$ cat src/rtl/fifo_pkg.sv
// fifo_pkg: shared types, defaults and sizing helpers for the parametrised FIFO.
package fifo_pkg;
  typedef enum logic {FIFO_STD, FIFO_FWFT} fifo_mode_e;
  localparam int DEF_DATA_WIDTH = 8;
  localparam int DEF_DEPTH      = 16;
  localparam int DEF_AE_THRESH  = 2;
  function automatic int cnt_width(input int depth);
    return $clog2(depth) + 1;
  endfunction
endpackage

$ cat src/rtl/fifo_mem.sv
// fifo_mem: DEPTH x DATA_WIDTH storage, synchronous write, asynchronous read.
module fifo_mem
  import fifo_pkg::*;
#(
  parameter int DATA_WIDTH = DEF_DATA_WIDTH,
  parameter int DEPTH      = DEF_DEPTH
) (
  input  logic                     clk,
  input  logic                     i_we,
  input  logic [$clog2(DEPTH)-1:0] i_waddr,
  input  logic [DATA_WIDTH-1:0]    i_wdata,
  input  logic [$clog2(DEPTH)-1:0] i_raddr,
  output logic [DATA_WIDTH-1:0]    o_rdata
);
  logic [DATA_WIDTH-1:0] r_mem [DEPTH];
  always_ff @(posedge clk)
    if (i_we) r_mem[i_waddr] <= i_wdata;
  assign o_rdata = r_mem[i_raddr];
endmodule

$ cat src/rtl/sync_fifo_param.sv
// sync_fifo_param: single-clock FIFO with occupancy flags, overflow/underflow pulses,
// synchronous flush and optional first-word-fall-through read port.
module sync_fifo_param
  import fifo_pkg::*;
#(
  parameter int DATA_WIDTH = DEF_DATA_WIDTH,
  parameter int DEPTH      = DEF_DEPTH,
  parameter int AF_THRESH  = DEPTH - 2,
  parameter int AE_THRESH  = DEF_AE_THRESH,
  parameter int FWFT       = 0
) (
  input  logic                        clk,
  input  logic                        rst,
  input  logic                        flush,
  input  logic                        wr_en,
  input  logic [DATA_WIDTH-1:0]       wdata,
  input  logic                        rd_en,
  output logic [DATA_WIDTH-1:0]       rdata,
  output logic                        rvalid,
  output logic                        full,
  output logic                        empty,
  output logic                        almost_full,
  output logic                        almost_empty,
  output logic [cnt_width(DEPTH)-1:0] fifo_counter,
  output logic                        overflow,
  output logic                        underflow
);
  localparam int AW = $clog2(DEPTH);
  localparam int CW = cnt_width(DEPTH);
  localparam fifo_mode_e MODE = (FWFT != 0) ? FIFO_FWFT : FIFO_STD;

  if ((DEPTH < 4) || ((DEPTH & (DEPTH - 1)) != 0) || (AF_THRESH > DEPTH) || (AE_THRESH >= DEPTH)) begin : g_param_err
    $error("sync_fifo_param: DEPTH must be a power of 2 >= 4, AF_THRESH <= DEPTH, AE_THRESH < DEPTH");
  end

  logic [AW-1:0]         r_wr_ptr, r_rd_ptr;
  logic [CW-1:0]         r_count;
  logic [DATA_WIDTH-1:0] r_rdata;
  logic                  r_rvalid, r_overflow, r_underflow;
  logic                  w_wr_acc, w_rd_acc, w_we;
  logic [DATA_WIDTH-1:0] w_mem_rdata;

  assign full         = r_count == CW'(DEPTH);
  assign empty        = r_count == '0;
  assign almost_full  = r_count >= CW'(AF_THRESH);
  assign almost_empty = r_count <= CW'(AE_THRESH);
  assign fifo_counter = r_count;
  assign overflow     = r_overflow;
  assign underflow    = r_underflow;
  assign w_wr_acc     = wr_en & ~full;
  assign w_rd_acc     = rd_en & ~empty;
  // Reset and flush both suppress the memory write so no stale entry lands in the array
  assign w_we         = w_wr_acc & ~flush & ~rst;
  assign rdata        = (MODE == FIFO_FWFT) ? w_mem_rdata : r_rdata;
  assign rvalid       = (MODE == FIFO_FWFT) ? ~empty : r_rvalid;

  fifo_mem #(.DATA_WIDTH(DATA_WIDTH), .DEPTH(DEPTH)) u_mem (
    .clk     (clk),
    .i_we    (w_we),
    .i_waddr (r_wr_ptr),
    .i_wdata (wdata),
    .i_raddr (r_rd_ptr),
    .o_rdata (w_mem_rdata)
  );

  always_ff @(posedge clk or posedge rst)
    if (rst) begin
      r_wr_ptr    <= '0;
      r_rd_ptr    <= '0;
      r_count     <= '0;
      r_rdata     <= '0;
      r_rvalid    <= 1'b0;
      r_overflow  <= 1'b0;
      r_underflow <= 1'b0;
    end else if (flush) begin
      r_wr_ptr    <= '0;
      r_rd_ptr    <= '0;
      r_count     <= '0;
      r_rvalid    <= 1'b0;
      r_overflow  <= 1'b0;
      r_underflow <= 1'b0;
    end else begin
      if (w_wr_acc) r_wr_ptr <= r_wr_ptr + 1'b1;
      if (w_rd_acc) r_rd_ptr <= r_rd_ptr + 1'b1;
      if (w_rd_acc) r_rdata <= w_mem_rdata;
      r_count     <= r_count + CW'(w_wr_acc) - CW'(w_rd_acc);
      r_rvalid    <= w_rd_acc;
      r_overflow  <= wr_en & full;
      r_underflow <= rd_en & empty;
    end
endmodule

$ cat config.mk
export PLATFORM = sky130hd
export DESIGN_NAME = sync_fifo_param
export DESIGN_NICKNAME = d
export VERILOG_FILES = /design/src/rtl/fifo_pkg.sv /design/src/rtl/fifo_mem.sv /design/src/rtl/sync_fifo_param.sv
export SDC_FILE = /design/constraint.sdc
export NUM_CORES = 1
export LEC_CHECK = 0
export CAP_MARGIN = 30
export CORE_ASPECT_RATIO = 0.5
export CORE_MARGIN = 2
export CORE_UTILIZATION = 54
export CTS_CLUSTER_DIAMETER = 60
export DETAILED_ROUTE_END_ITERATION = 8
export HOLD_SLACK_MARGIN = 0.12
export PLACE_DENSITY_LB_ADDON = 0.3
export SYNTH_ARGS = -nofsm -noshare
export SYNTH_HDL_FRONTEND = slang
export SYNTH_SLANG_ARGS = --single-unit
export TNS_END_PERCENT = 30
$ cat constraint.sdc
create_clock -name clk -period 2.77 [get_ports clk]
set_input_delay 0.554 -clock clk [delete_from_list [all_inputs] [get_ports clk]]
set_output_delay 0.554 -clock clk [all_outputs]
set_load 0.01 [all_outputs]
==> flow_metrics.tcl, run 1 <==
set metrics [dict create \
    start_util 0.562 \
    numPortBuffers 32 \
    drv_slew 0 \
    vdd_drop_max_mv 0.509 \
    post-route-util 0.676 \
    dieArea_sq_um 12500 \
    r2r_cells 12 \
    path_clk_slew_ns 0.07 \
    dp.cells 565 \
    overflow 0 \
    clock_skew_ns 0.00744 \
    crit_path_end_kind "output pin" \
    min_path_type "reg -> reg" \
    drtPass1Iterations 5 \
    critPathCapture "empty" \
    cts_setup_buffers 0 \
    min_period_ns 2.67 \
    placed_area_sq_um 6920 \
    vias_per_cell 6.05 \
    rows 27 \
    layout.cells.non_filler 597 \
    cts_tree "done" \
    drtIter0Drc 389 \
    p_leak_nw 2.63 \
    slew_headroom 0.521 \
    yosysUniqueCellTypes 36 \
    cts_sinks 152 \
    synth_edf_count 128 \
    worstMarginPinSlew_ns 0.718 \
    r2r_start "fifo_counter[3]$_DFF_PP0_" \
    finalHoldViolCount 0 \
    place_hpwl_um 8800 \
    ys_ff_latch 152 \
    wl_per_cell_um 23.0 \
    rsz0062_at_grt "false" \
    n_fill_cell 740 \
    grtUsageTotal 0.241 \
    ant_nets 0 \
    final_nets 468 \
    power_density_nw_per_um2 863 \
    htreeDepth 4 \
    yosysWarningCount 0 \
    final_layout_size_suffix_gt1_frac 0.195 \
    required_ns 2.22 \
    cts_buffers 17 \
    drt_wl_total_um 13700 \
    critPathLaunch "fifo_counter[3]$_DFF_PP0_" \
    clock_latency_ns 0.43 \
    ioPinCount 33 \
    die-height_um 80.2 \
    design_area_sq_um 7530 \
    ys_top_cells_by_area "edfxtp_1 61%, dfrtp_1 9.6%, mux4_2 5.8%" \
    period_share 0.963 \
    syn-num-nets 406 \
    timing.setup.tns_ns 0 \
    grt_pass1_wl_um 21100 \
    regToRegSetupSlack_ns 0.21 \
    die_w_um 156 \
    antenna_found_initial 0 \
    syn-instance-count 377 \
    synth-main-ff-cell "edfxtp_1" \
    rr_endpoint "fifo_counter[4]$_DFF_PP0_" \
    grt_pass1_vias 3646 \
    syn2layout_area_growth_pct 20.2 \
    critical_path_class "reg -> out" \
    synth_top_area_cell "edfxtp_1" \
    vias 3609 \
    finalSetupViolations 0 \
    async_reset_ff_frac 0.158 \
    core-area_sq_um 11100 \
    syn_area_sq_um 6270 \
    max_freq_mhz 375 \
    cts-root-buf "clkbuf_16" \
    synth_top_area_share 0.613 \
    status "complete, no violations" \
    grt_max_degree 35 \
    n_antenna_cell 0 \
    holdBufCountCts 0 \
    crit_arrival_ns 2.11 \
    crit_path_max_fanout 7 \
    syn_area_per_cell_sq_um 16.6 \
    yosysSeqAreaShare 0.709 \
    cts_max_path_buffers 2 \
    crit_path_start_kind "register" \
    drv_cap 0 \
    routabilityCongestion 0.836 \
    hold_depth 2 \
    drc 0 \
]
==> Yosys cell counts (3+ instances only) <==
library cell / count
xor2_1: 6
dfrtp_1: 24
a21oi_1: 5
clkbuf_1: 4
xnor2_1: 4
ha_1: 15
a22oi_1: 24
nor3_1: 4
buf_2: 8
edfxtp_1: 128
nand2_1: 19
mux4_2: 16
nand2b_1: 3
nor2b_1: 4
inv_1: 12
nor2_1: 24
mux2i_1: 32
nand3_1: 23
==> how the worst min path moves through the flow <==
| stage | from | endpoint | slack [ns] |
|---|---|---|---|
| 2_1_floorplan | rdata[0]$_DFFE_PP0P_ | rdata[0]$_DFFE_PP0P_ | 0.51 |
| 3_5_place_dp | rdata[6]$_DFFE_PP0P_ | rdata[6]$_DFFE_PP0P_ | 0.48 |
| 3_3_place_gp | rdata[5]$_DFFE_PP0P_ | rdata[5]$_DFFE_PP0P_ | 0.47 |
| 6_report | rdata[4]$_DFFE_PP0P_ | rdata[4]$_DFFE_PP0P_ | 0.50 |
| 5_1_grt | rdata[4]$_DFFE_PP0P_ | rdata[4]$_DFFE_PP0P_ | 0.52 |
| 4_1_cts | rdata[6]$_DFFE_PP0P_ | rdata[6]$_DFFE_PP0P_ | 0.50 |
==> layout by cell type (no fill, tap or decap), drive strengths merged <==
cell and instances:
a22oi 24, dlygate4sd2 1, bufinv 1, nor3 6, nand3 23, clkinv 5, nand4bb 1, and2 1
clkbuf 17, buf 28, fa 1, nand3b 1, a21oi 5, xnor2 4, o21a 1, nor4b 2
dlymetal6s2s 1, clkinvlp 1, and3 2, xor2 6, or4b 1, mux4 16, o21bai 2, nand2b 4
clkdlybuf4s50 30, nand2 19, nor2 24, dfrtp 24, ha 15, nor3b 1, edfxtp 128, nor2b 4
inv 21, mux2i 32
==> stage by stage <==
| step | hold slack [ns] | power [mW] | setup slack [ns] |
|---|---|---|---|
| global route | 0.522 | 6.79 | 0.00401 |
| finish | 0.502 | 6.50 | 0.102 |
| CTS | 0.501 | 6.52 | 0.0453 |
| detailed placement | 0.475 | 4.20 | 0.0771 |
| global placement | 0.472 | 4.15 | 0.193 |
| floorplan | 0.514 | 3.60 | 0.0955 |
==> layer usage <==
| layer | global-route usage | vias up | wire, um |
|---|---|---|---|
| met1 | 0.338 | 1867 | 5980 |
| met3 | 0.0680 | 12 | 1160 |
| met2 | 0.377 | 167 | 6450 |
| met4 | 0.0679 | 0 | 142 |
| met5 | 0 | - | 0 |
| li1 | - | 1563 | - |
==> critical path, cell delays in order (launching register included) <==
cell and delay [ns]:
dfrtp_1 0.42, inv_2 0.09, ha_1 0.16, or4b_4 0.48
buf_4 0.19, clkinv_4 0.08, dlygate4sd2_1 0.27
==> where the power goes <==
group	leakage, nW	internal [mW]	total (mW)	switching, mW
clock	0.294	1.29	2.33	1.04
sequential	1.46	2.61	2.74	0.130
combinational	0.870	0.705	1.43	0.727
total	2.63	4.61	6.50	1.89
==> area by class of cell <==
cell class,instances,area [sq um],share of cell area
Tap cell,145,181,0.0241
Sequential cell,152,4450,0.590
Clock inverter,15,179,0.0237
Inverter,13,53.8,0.00714
Clock buffer,17,425,0.0565
Timing Repair Buffer,60,557,0.0739
Multi-Input combinational cell,195,1690,0.225
==> sequential cells by signal (all words and copies together), names as in the netlist <==
signal / flops
u_mem.r_mem: 128
rdata: 8
fifo_counter: 5
r_rd_ptr: 4
r_wr_ptr: 4
overflow: 1
rvalid: 1
underflow: 1
==> cell families after synthesis <==
family,share of synthesized area
flops,0.709
simple gates,0.0763
mux,0.109
compound gates,0.0363
buf+inv,0.0224
fa+ha+maj,0.0331
xor+xnor,0.0140
==> timing repair <==
action                     in CTS  in global routing
setup endpoints to repair       1                  3
gates cloned                    0                  0
hold endpoints to repair        0                  0
resized for setup               1                  6
pin swaps                       0                  1
Power figures use the tool's default switching activity.
==> run 2, diff against run 1 <==
--- a/config.mk
+++ b/config.mk
@@ -12,6 +12,7 @@
 export CTS_CLUSTER_DIAMETER = 60
 export DETAILED_ROUTE_END_ITERATION = 8
 export HOLD_SLACK_MARGIN = 0.12
+export MAX_ROUTING_LAYER = met4
 export PLACE_DENSITY_LB_ADDON = 0.3
 export SYNTH_ARGS = -nofsm -noshare
 export SYNTH_HDL_FRONTEND = slang
==> flow_metrics.tcl, run 2 (same netlist as run 1, synthesis figures left out) <==
set metrics [dict create \
    p_seq_frac 0.421 \
    drt_wl_total_um 13900 \
    max_freq_mhz 374 \
    final_common_cell "edfxtp_1" \
    syn2layout_area_growth_pct 20.2 \
    cts_buffers 17 \
    critical_path_class "reg -> out" \
    vdd_drop_max_mv 0.508 \
    rows 27 \
    crit_path_start_kind "register" \
    final_nets 468 \
    wl_per_cell_um 23.3 \
    crit_arrival_ns 2.12 \
    clock_latency_ns 0.42 \
    intPower_mw 4.61 \
    required_ns 2.22 \
    slew_headroom 0.519 \
    final_cell_mix "128 x edfxtp_1, 32 x mux2i_1, 30 x clkdlybuf4s50_1" \
    finalSetupViolations 0 \
    ant_nets 0 \
    min_path_type "reg -> reg" \
    hold_depth 2 \
    p_leak_nw 2.63 \
    grt_pass1_wl_um 21100 \
    drv_slew 0 \
    r2r_start "fifo_counter[3]$_DFF_PP0_" \
    drtIter0Drc 377 \
    finalHoldViolCount 0 \
    vias 3638 \
    power_density_nw_per_um2 865 \
    min_period_ns 2.67 \
    drtPass1Iterations 5 \
    clock_skew_ns 0.00703 \
    grt_pass1_vias 3640 \
    worstHoldEndpoint "rdata[4]$_DFFE_PP0P_" \
    largest_reg_flops 128 \
    n_fill_cell 740 \
    period_share 0.965 \
    combPwrFrac 0.221 \
    status "complete, no violations" \
    min_from "rdata[4]$_DFFE_PP0P_" \
    htreeDepth 4 \
    cts_tree "done" \
    total_power_mw 6.51 \
    path_clk_slew_ns 0.07 \
    die_w_um 156 \
    n_antenna_cell 0 \
    worstMarginPinSlew_ns 0.720 \
    top_register "u_mem.r_mem" \
    cts-root-buf "clkbuf_16" \
    overflow 0 \
    crit_path_max_fanout 7 \
    grtUsageTotal 0.249 \
    start_util 0.562 \
    r2r_cells 12 \
    numPortBuffers 32 \
    vias_per_cell 6.09 \
    cts_max_path_buffers 2 \
    final_layout_size_suffix_gt1_frac 0.195 \
    holdBufCountCts 0 \
    p_sw_mw 1.90 \
    p_sw_frac 0.292 \
    crit_path_end_kind "output pin" \
    drc 0 \
    dieArea_sq_um 12500 \
    ioPinCount 33 \
    regToRegSetupSlack_ns 0.21 \
    rr_endpoint "fifo_counter[4]$_DFF_PP0_" \
    grt_max_degree 35 \
    clockPowerShare 0.358 \
    timing.setup.tns_ns 0 \
    rsz0062_at_grt "false" \
    place_hpwl_um 8800 \
    cts_sinks 152 \
    cts_setup_buffers 0 \
    antenna_found_initial 0 \
    die-height_um 80.2 \
    core-area_sq_um 11100 \
    drv_cap 0 \
    routabilityCongestion 0.849 \
]
## run 2: cell counts in the layout (fill, tap and decap cells not counted)
Identical to the previous run, type by type.
## run 2: repair_timing
item / 4_1_cts / 5_1_grt
setup endpoints to repair: 1 / 3
resized for setup: 1 / 6
gates cloned: 0 / 0
pin swaps: 0 / 1
## run 2: how the worst max path moves through the flow
stage	startpoint	to	slack [ns]	depth (start not counted)
detailed placement	fifo_counter[3]$_DFF_PP0_	fifo_counter[4]$_DFF_PP0_	0.08	12
global route	fifo_counter[3]$_DFF_PP0_	fifo_counter[4]$_DFF_PP0_	0.004	12
floorplan	fifo_counter[2]$_DFF_PP0_	fifo_counter[4]$_DFF_PP0_	0.1	13
CTS	fifo_counter[3]$_DFF_PP0_	empty	0.05	6
global placement	fifo_counter[3]$_DFF_PP0_	fifo_counter[4]$_DFF_PP0_	0.19	12
finish	fifo_counter[3]$_DFF_PP0_	empty	0.1	6
## run 2: critical path, stage by stage, from the launching register on
cell and delay [ns]:
dfrtp_1 0.42, inv_2 0.10, ha_1 0.16, or4b_4 0.48, buf_4 0.19, clkinv_4 0.08
dlygate4sd2_1 0.27
## run 2: power by group through the flow
stage	Combinational, mW	Clock, mW	Sequential [mW]
2_1_floorplan	0.806	0	2.79
3_3_place_gp	1.38	0	2.78
3_5_place_dp	1.42	0	2.78
4_1_cts	1.42	2.36	2.74
5_1_grt	1.58	2.45	2.76
6_report	1.44	2.33	2.74
## run 2: layout make-up
class,instances,area [sq um],share of cell area
inverters,13,53.8,0.00714
multi-input cells,195,1690,0.225
repair buffers,60,557,0.0739
clock buffers,17,425,0.0565
flip-flops and latches,152,4450,0.590
clock inverters,15,179,0.0237
well taps,145,181,0.0241
## run 2: per-stage QoR
step           cells  cell area, sq um  utilization  setup WS, ns  hold slack [ns]
2_1_floorplan    377              6270            -        0.0955            0.514
5_1_grt          597              7530        0.676       0.00380            0.522
6_report         597              7530        0.676        0.0967            0.507
3_3_place_gp     565              6920        0.621         0.193            0.472
3_5_place_dp     565              6920        0.621        0.0771            0.475
4_1_cts          597              7520        0.675        0.0453            0.501
## run 2: layer usage
| metal | share of wire | GRT usage | vias up |
|---|---|---|---|
| met5 | 0 | - | - |
| met4 | 0.0098 | 0.0679 | 0 |
| met3 | 0.083 | 0.0680 | 10 |
| met2 | 0.47 | 0.378 | 168 |
| met1 | 0.44 | 0.338 | 1895 |
| li1 | - | - | 1565 |
==> run 3, diff against run 2 <==
--- a/config.mk
+++ b/config.mk
@@ -5,7 +5,7 @@
 export SDC_FILE = /design/constraint.sdc
 export NUM_CORES = 1
 export LEC_CHECK = 0
-export CAP_MARGIN = 30
+export CAP_MARGIN = 20
 export CORE_ASPECT_RATIO = 0.5
 export CORE_MARGIN = 2
 export CORE_UTILIZATION = 54
@@ -14,6 +14,7 @@
 export HOLD_SLACK_MARGIN = 0.12
 export MAX_ROUTING_LAYER = met4
 export PLACE_DENSITY_LB_ADDON = 0.3
+export SLEW_MARGIN = 20
 export SYNTH_ARGS = -nofsm -noshare
 export SYNTH_HDL_FRONTEND = slang
 export SYNTH_SLANG_ARGS = --single-unit
==> results of run 3 <==
Final layout, timing and power as in run 2 (identical DEF).
